==> config.mk <==
export PLATFORM = sky130hd
export DESIGN_NAME = rv_instr_encoder
export DESIGN_NICKNAME = d
export VERILOG_FILES = /design/src/rtl/rv_enc_pkg.sv /design/src/rtl/rv_instr_packer.sv /design/src/rtl/rv_instr_encoder.sv
export SDC_FILE = /design/constraint.sdc
export NUM_CORES = 1
export LEC_CHECK = 0
export ABC_AREA = 1
export BUFFER_PORTS_ARGS = -buffer_cell sky130_fd_sc_hd__buf_2
export CAP_MARGIN = 0
export CORE_UTILIZATION = 49
export DETAILED_ROUTE_END_ITERATION = 8
export GPL_TIMING_DRIVEN = 0
export PLACE_DENSITY = 0.76
export SLEW_MARGIN = 40
export SYNTH_ARGS = -nofsm -noshare
export SYNTH_HDL_FRONTEND = slang
export SYNTH_HIERARCHICAL = 1
export SYNTH_SLANG_ARGS = --single-unit
==> constraint.sdc <==
create_clock -name clk -period 2 [get_ports clk]
set_input_delay 0.3 -clock clk [delete_from_list [all_inputs] [get_ports clk]]
set_output_delay 0.3 -clock clk [all_outputs]
set_load 0.01 [all_outputs]
==> src/rtl/rv_enc_pkg.sv <==
// rv_enc_pkg: shared constants and types for the RV32I instruction encoder.
// Holds the op-kind enum, major opcodes, the ALU code map shared with the
// core's decoder, funct3/funct7 values, the NOP word and FSM state type.
package rv_enc_pkg;

  typedef enum logic [2:0] {
    K_LW   = 3'd0,
    K_SW   = 3'd1,
    K_R    = 3'd2,
    K_BEQ  = 3'd3,
    K_IALU = 3'd4,
    K_JAL  = 3'd5
  } kind_e;

  typedef enum logic [1:0] {
    ST_IDLE,
    ST_RUN,
    ST_DONE
  } state_e;

  localparam logic [6:0] OPC_LOAD   = 7'b0000011;
  localparam logic [6:0] OPC_STORE  = 7'b0100011;
  localparam logic [6:0] OPC_OP     = 7'b0110011;
  localparam logic [6:0] OPC_BRANCH = 7'b1100011;
  localparam logic [6:0] OPC_OP_IMM = 7'b0010011;
  localparam logic [6:0] OPC_JAL    = 7'b1101111;

  localparam logic [2:0] ALU_ADD = 3'b000;
  localparam logic [2:0] ALU_SUB = 3'b001;
  localparam logic [2:0] ALU_AND = 3'b010;
  localparam logic [2:0] ALU_OR  = 3'b011;
  localparam logic [2:0] ALU_SLT = 3'b101;

  localparam logic [2:0] F3_ADD_SUB = 3'b000;
  localparam logic [2:0] F3_SLT     = 3'b010;
  localparam logic [2:0] F3_OR      = 3'b110;
  localparam logic [2:0] F3_AND     = 3'b111;
  localparam logic [2:0] F3_LW_SW   = 3'b010;
  localparam logic [2:0] F3_BEQ     = 3'b000;

  localparam logic [6:0] F7_BASE = 7'b0000000;
  localparam logic [6:0] F7_SUB  = 7'b0100000;

  localparam logic [31:0] NOP = 32'h00000013;

  function automatic logic alu_legal(input logic [2:0] op);
    return (op == ALU_ADD) || (op == ALU_SUB) || (op == ALU_AND) ||
           (op == ALU_OR)  || (op == ALU_SLT);
  endfunction

  function automatic logic [2:0] alu_f3(input logic [2:0] op);
    case (op)
      ALU_AND: return F3_AND;
      ALU_OR:  return F3_OR;
      ALU_SLT: return F3_SLT;
      default: return F3_ADD_SUB;
    endcase
  endfunction

endpackage

==> src/rtl/rv_instr_packer.sv <==
// rv_instr_packer: purely combinational abstract-op -> RV32I word packer.
// Ports: kind/alu_op (3b), rd/rs1/rs2 (5b), imm (32b signed) in;
//        word (32b encoded instruction), illegal (op replaced by NOP) out.
// Config macro IMM_RANGE_CHECK_EN: when defined, immediates that do not fit
// their instruction field are rejected (NOP + illegal); otherwise they are
// truncated to the field bits.
module rv_instr_packer
  import rv_enc_pkg::*;
(
  input  logic [2:0]  kind,
  input  logic [2:0]  alu_op,
  input  logic [4:0]  rd,
  input  logic [4:0]  rs1,
  input  logic [4:0]  rs2,
  input  logic [31:0] imm,
  output logic [31:0] word,
  output logic        illegal
);

`ifdef IMM_RANGE_CHECK_EN
  localparam logic RANGE_CHECK = 1'b1;
`else
  localparam logic RANGE_CHECK = 1'b0;
`endif

  // Fit tests: sign-extension bits must all match the field's top bit;
  // branch/jump offsets must also be even.
  logic fits12, fits13e, fits21e;
  assign fits12  = (imm[31:11] == {21{imm[11]}});
  assign fits13e = (imm[31:12] == {20{imm[12]}}) && !imm[0];
  assign fits21e = (imm[31:20] == {12{imm[20]}}) && !imm[0];

  logic [2:0] f3;
  logic       alu_ok;
  assign f3     = alu_f3(alu_op);
  assign alu_ok = alu_legal(alu_op);

  always_comb begin
    word    = NOP;
    illegal = 1'b0;
    case (kind)
      K_LW: begin
        word    = {imm[11:0], rs1, F3_LW_SW, rd, OPC_LOAD};
        illegal = RANGE_CHECK && !fits12;
      end
      K_SW: begin
        word    = {imm[11:5], rs2, rs1, F3_LW_SW, imm[4:0], OPC_STORE};
        illegal = RANGE_CHECK && !fits12;
      end
      K_R: begin
        word    = {(alu_op == ALU_SUB) ? F7_SUB : F7_BASE, rs2, rs1, f3, rd, OPC_OP};
        illegal = !alu_ok;
      end
      K_BEQ: begin
        word    = {imm[12], imm[10:5], rs2, rs1, F3_BEQ, imm[4:1], imm[11], OPC_BRANCH};
        illegal = RANGE_CHECK && !fits13e;
      end
      K_IALU: begin
        // I-type has no funct7 slot, so sub cannot be expressed.
        word    = {imm[11:0], rs1, f3, rd, OPC_OP_IMM};
        illegal = !alu_ok || (alu_op == ALU_SUB) || (RANGE_CHECK && !fits12);
      end
      K_JAL: begin
        word    = {imm[20], imm[10:1], imm[11], imm[19:12], rd, OPC_JAL};
        illegal = RANGE_CHECK && !fits21e;
      end
      default: illegal = 1'b1;
    endcase
    if (illegal) word = NOP;
  end

endmodule

==> src/rtl/rv_instr_encoder.sv <==
// rv_instr_encoder: program loader that turns abstract ops received over
// valid/ready into RV32I words and writes them to imem at consecutive
// word addresses starting at BASE_ADDR.
// Ports: clk, rst_n (async, active-low), start (begin/restart load),
//        in_valid/in_ready handshake, in_kind/in_alu_op/in_rd/in_rs1/in_rs2/
//        in_imm/in_last op fields; mem_we/mem_addr/mem_wdata registered
//        write port; instr_count, done, err (sticky) status.
// Config macro IMM_RANGE_CHECK_EN (see rv_instr_packer): enables immediate
// range rejection.
module rv_instr_encoder
  import rv_enc_pkg::*;
#(
  parameter int                ADDR_W    = 10,
  parameter logic [ADDR_W-1:0] BASE_ADDR = '0
) (
  input  logic              clk,
  input  logic              rst_n,
  input  logic              start,
  input  logic              in_valid,
  output logic              in_ready,
  input  logic [2:0]        in_kind,
  input  logic [2:0]        in_alu_op,
  input  logic [4:0]        in_rd,
  input  logic [4:0]        in_rs1,
  input  logic [4:0]        in_rs2,
  input  logic [31:0]       in_imm,
  input  logic              in_last,
  output logic              mem_we,
  output logic [ADDR_W-1:0] mem_addr,
  output logic [31:0]       mem_wdata,
  output logic [ADDR_W:0]   instr_count,
  output logic              done,
  output logic              err
);

  localparam logic [ADDR_W:0] CAP = {1'b1, {ADDR_W{1'b0}}};

  state_e            state_reg, state_next;
  logic [ADDR_W-1:0] ptr_reg;
  logic [ADDR_W:0]   count_reg;
  logic              err_reg;
  logic              we_reg;
  logic [ADDR_W-1:0] addr_reg;
  logic [31:0]       wdata_reg;

  logic [31:0] packed_word;
  logic        packed_illegal;

  rv_instr_packer u_packer (
    .kind    (in_kind),
    .alu_op  (in_alu_op),
    .rd      (in_rd),
    .rs1     (in_rs1),
    .rs2     (in_rs2),
    .imm     (in_imm),
    .word    (packed_word),
    .illegal (packed_illegal)
  );

  // Count is bumped on the accepting edge, so it reads CAP in the very
  // cycle the last slot's write is on the bus and acceptance stops there.
  logic full, accept, count_hits_cap;
  assign full           = (count_reg == CAP);
  assign in_ready       = (state_reg == ST_RUN) && !start && !full;
  assign accept         = in_valid && in_ready;
  assign count_hits_cap = ((count_reg + (ADDR_W+1)'(1)) == CAP);

  always_comb begin
    state_next = state_reg;
    case (state_reg)
      ST_IDLE: if (start) state_next = ST_RUN;
      ST_RUN: begin
        if (start)
          state_next = ST_RUN;
        else if (accept && (in_last || count_hits_cap))
          state_next = ST_DONE;
      end
      ST_DONE: if (start) state_next = ST_RUN;
      default: state_next = ST_IDLE;
    endcase
  end

  always_ff @(posedge clk or negedge rst_n) begin
    if (!rst_n) begin
      state_reg <= ST_IDLE;
      ptr_reg   <= BASE_ADDR;
      count_reg <= '0;
      err_reg   <= 1'b0;
      we_reg    <= 1'b0;
      addr_reg  <= '0;
      wdata_reg <= '0;
    end else begin
      state_reg <= state_next;
      we_reg    <= accept;
      if (start) begin
        // Address/data registers are left alone so a write already on the
        // bus completes at its old address.
        ptr_reg   <= BASE_ADDR;
        count_reg <= '0;
        err_reg   <= 1'b0;
      end else if (accept) begin
        addr_reg  <= ptr_reg;
        wdata_reg <= packed_word;
        ptr_reg   <= ptr_reg + ADDR_W'(1);
        count_reg <= count_reg + (ADDR_W+1)'(1);
        err_reg   <= err_reg | packed_illegal;
      end
    end
  end

  assign mem_we      = we_reg;
  assign mem_addr    = addr_reg;
  assign mem_wdata   = wdata_reg;
  assign instr_count = count_reg;
  assign done        = (state_reg == ST_DONE);
  assign err         = err_reg;

endmodule
# After elaboration in Yosys (flattened, before gate mapping)
# Index checks and enable logic that the tools add are counted.
# totals
in_bits	58
register_bits	67
# classes
reduce_logical	21
muxes	15
n_eq_ne	15
bitwise_logic	2
n_addsub	2
# op_table
op	n
$pmux W32 S6	1
$mux W32	1
$eq A11 B11 Y1 const B	2
$mux W11	2
$mux W10	2
$eq A3 B2 Y1 const B	4
$add A11 B1 Y11 const B	1
$add A10 B1 Y10 const B	1
$eq A3 B3 Y1 const B	3
$pmux W3 S3	1
$eq A3 B1 Y1 const B	2
$logic_not A3 Y1	2
$logic_or A1 B1 Y1	6
$mux W2	3
$mux W6	1
$logic_and A1 B1 Y1	4
$pmux W2 S2	1
$reduce_and A2 Y1	2
$reduce_or A4 Y1	1
$logic_not A1 Y1	3
$ne A3 B2 Y1 const B	1
$pmux W1 S3	1
$eq A2 B1 Y1 const B	1
$eq A2 B2 Y1 const B	1
7 further kinds	8

# Depth between registers and ports, before layout
# logic_depth
word_depth	11
depth_mapped	13
depth_no_buf	12

# By module
# The synthesis kept the hierarchy.
# by_module_without_submodules
mod	cells_per_inst	instances	area_per_inst_um2
rv_instr_encoder	367	1	3149.3
rv_instr_packer	186	1	835.8

# Least setup slack after synthesis
# Ideal clock, no wire load.
# synth_timing
kind	register to register
startpoint	register count_reg[0] (netlist: instr_count[0])
endpoint	register count_reg[7] (netlist: instr_count[7])
n_path_buf	1
synth_period_minus_slack_ns	1.584
t_arrival_ns	1.459
setup_slack_ns	0.416
setup_ns	0.125
required_ns	1.875
path_stages_with_launch	12
path_cell_list	dfrtp_1 > inv_1 > ha_1 > nand2_1 > nor3_2 > nand4_1 > nand2_2 > inv_2 > nand2_8 > nand2_4 > buf_6 > o22ai_2
# synth_via
elab_chain_cells	5
elab_cells_between_ends	8
# synth_lines
item	line	source
start, declared	rv_instr_encoder.sv:40	logic [ADDR_W:0] count_reg;
start signal, assigned	rv_instr_encoder.sv:105	count_reg <= count_reg + (ADDR_W+1)'(1);
$eq A11 B11 Y1	rv_instr_encoder.sv:63	assign full = (count_reg == CAP);
$logic_not A1 Y1	rv_instr_encoder.sv:64	assign in_ready = (state_reg == ST_RUN) && !start && !full;
$logic_and A1 B1 Y1	rv_instr_encoder.sv:64	
named net in_ready	rv_instr_encoder.sv:20	output logic in_ready,
$logic_and A1 B1 Y1	rv_instr_encoder.sv:65	assign accept = in_valid && in_ready;
$reduce_bool A2 Y1 (no source line)	-	
# The timed path passes the listed nets, and every way through them passes these cells. The select of a mux whose other input is x is not followed.
# A chain may end at the register's enable or synchronous reset.

# Worst setup path after layout
# layout_timing
startpoint	register count_reg[1] (netlist: instr_count[1])
endpoint	output in_ready
# layout_via
elab_chain_cells	3
# layout_lines
item	line
$eq A11 B11 Y1	rv_instr_encoder.sv:63
$logic_not A1 Y1	rv_instr_encoder.sv:64
$logic_and A1 B1 Y1	rv_instr_encoder.sv:64
end, declared	rv_instr_encoder.sv:20
# No other way between the ends.

==> results.cfg <==
[cts]
cts_tree = yes
clock_latency_ps = 350
clkSinkCount = 67
root_buffer = clkbuf_8
cts_buffers = 9
clockBufferDepth = 2
htree_num_levels = 3
clk_pin_slew_ps = 70

[yosys]
ys_seq_elements = 67
seq_area_frac_synth = 0.421
synthCells = 553
yosys_warnings = 6
syn_area_mm2 = 0.00399
synth_top_cell_area_share = 0.421
yosysTopAreaCell = dfrtp_1
syn_avg_cell_area_um2 = 7.21
yosys-top-cells-area = dfrtp_1, nand2_1, nor2_1
synth_cell_types = 34

[sta]
slew_headroom = 0.644
rsz0062_at_grt = yes
setup_tns_ps = 0
fin_crit_sh = 0.985
finalSetupViolations = 0
finalHoldViolCount = 0
maxSlewViolCount = 0
layout_min_cycle_time_ps = 1970
tightest_slew_ps = 535
setup_ws_ps = 29.1
clock_skew_ps = 14.3
fmax_mhz = 507

[grt]
grt_pass1_vias = 3768
grt_max_degree = 38
track_usage = 0.258
overflow = 0
grt_pass1_wl_um = 17300
antenna_found_initial = 0

[hold_path]
hp-class = in -> reg
hold_path_depth = 5
hold_start = in_imm[14]
hold_path_end = mem_wdata[14]$_DFFE_PN0P_

[cells_and_area]
fin_cells = 782
final_nets = 736
area_growth_pct = 25.4
final_util = 0.640
seqCellArea_mm2 = 0.00168
drive_gt1_frac = 0.272
nFillCells = 704
largest_register_ffs = 32
multi_input_area_mm2 = 0.00190
insertedDiodeCount = 0

[placement]
io_buffers = 101
dp_hpwl_um = 7730
place.gp.congestion = 0.928
pre_cts_ws_ps = 198
numPlacedInstances = 758

[worst_setup_path]
cp.arrival_ps = 1670
cp.required_ps = 1700
crit_fanout = 3
worstSetupStartpointType = flop
r2r_setup_slack_ps = 80
rr_endpoint = instr_count[9]$_DFFE_PN0P_
reg2reg_depth = 12
timing.rr.start = instr_count[1]$_DFFE_PN0P_
end_kind = output pin
worstSetupPathType = reg -> out

[pwr]
ir_worst_vdd_v = 0.000385
power.leakage_uw = 0.00276
p_per_area_mw_per_mm2 = 740
power_uw = 3700

[floorplan]
initial_core_util = 0.510
die_w_um = 92.2
ios = 115
die-area_mm2 = 0.00850
die_y_um = 92.2
core_mm2 = 0.00781
rows = 32

[flow_run]
drv_cap = 0

[routing]
remaining_drc_errors = 0
num_vias = 4047
first_pass_iters = 5
drt-initial-drc-count = 201
post_drt_wl_per_cell_um = 13.5
wirelength_um = 10600
postRouteAntennaNets = 0
viasPerCell = 5.18

[run_status]
status = finished, final reports clean
-- worst max path at each step --
stage / from / depth (start not counted) / slack, ps / to
floorplan: instr_count[0]$_DFFE_PN0P_ / 11 / 420 / instr_count[7]$_DFFE_PN0P_
global placement: instr_count[0]$_DFFE_PN0P_ / 11 / 270 / ptr_reg[6]$_DFFE_PN0P_
detailed placement: instr_count[0]$_DFFE_PN0P_ / 11 / 200 / instr_count[8]$_DFFE_PN0P_
CTS: instr_count[1]$_DFFE_PN0P_ / 8 / 8 / in_ready
global route: instr_count[1]$_DFFE_PN0P_ / 8 / -50 / in_ready
finish: instr_count[1]$_DFFE_PN0P_ / 8 / 30 / in_ready
-- cell usage in the layout (no fill, tap or decap), types with 3 or more instances in the layout --
cell type and count:
buf_4 14, xor2_1 6, clkbuf_8 10, bufinv_16 3, buf_6 8, inv_2 3, nor2_1 62, dfrtp_1 65
o21ai_2 7, nand2_2 4, buf_2 110, inv_1 55, o22ai_2 3, nand3_1 45, o21ai_0 33, a21oi_1 11
nor2_2 3, nand2_1 184, nand4_1 20
-- per-layer routing --
layer  global-route usage  wire [µm]  part of all wire
met5                    0          0                 0
met4               0.0586        123             0.012
met3               0.0622        758             0.072
met2                0.443       5240              0.50
met1                0.327       4460              0.42
-- through the flow --
step                      instance area, µm²  hold slack, ps
after detailed placement                4650             193
after global routing                    5000             276
after global placement                  4620             451
after floorplan                         3990            4.41
after CTS                               4910             256
final                                   5000             265
-- cell families after synthesis --
family                     share of synthesized area
adders and majority gates                    0.00942
and+or+nand+nor                                0.356
DFF                                            0.421
xor gates and xnor gates                      0.0154
AOI/OAI and AO/OA                             0.0904
other                                       0.000941
buffers and inverters                          0.107
-- cell usage after synthesis --
cell type,count
nand2_2,3
buf_6,7
nand4_1,20
xnor2_1,1
nor2_1,62
nor2_2,3
nand3_2,2
o31ai_2,1
nand3_1,45
inv_1,57
conb_1,1
o22ai_2,3
a21oi_1,11
ha_1,3
or2_2,1
o21ai_1,1
nor3_2,2
nor3_1,1
buf_2,13
buf_1,2
nand2_8,1
buf_4,7
and3_1,1
o21bai_1,1
inv_2,2
o21ai_2,7
a21boi_1,1
xor2_1,6
nand2_1,185
a22o_1,1
nor3_4,1
nand2_4,1
dfrtp_1,67
o21ai_0,33
-- power by group --
part           total (µW)  switching (µW)  internal (µW)
Sequential           1560            77.3           1490
Clock                1410             544            864
Combinational         724             438            286
Total                3700            1060           2640
-- cell type report --
class | instances | area share
sequential | 67 | 0.336
timing repair buffer | 110 | 0.120
clock inverter | 6 | 0.0225
buffer | 29 | 0.0426
inverter | 59 | 0.0448
tap | 102 | 0.0255
multi-input combinational | 399 | 0.381
clock buffer | 10 | 0.0275
-- what timing repair did --
item / in CTS / in global routing
endpoints found under the hold margin: 30 / 0
endpoints found under the setup margin: 1 / 1
gates resized for setup: 1 / 11
hold buffers: 1 / 0
pin swaps: 0 / 4
setup buffers: 0 / 7
-- critical path, stage by stage, from the launching register on --
cell     delay, ps
dfrtp_2        440
inv_2           90
ha_4           130
nand2_2         40
nor3_2         210
nand4_1        150
nand2_2        130
inv_4           40
buf_6          110
(Power assumes the default switching activity.)
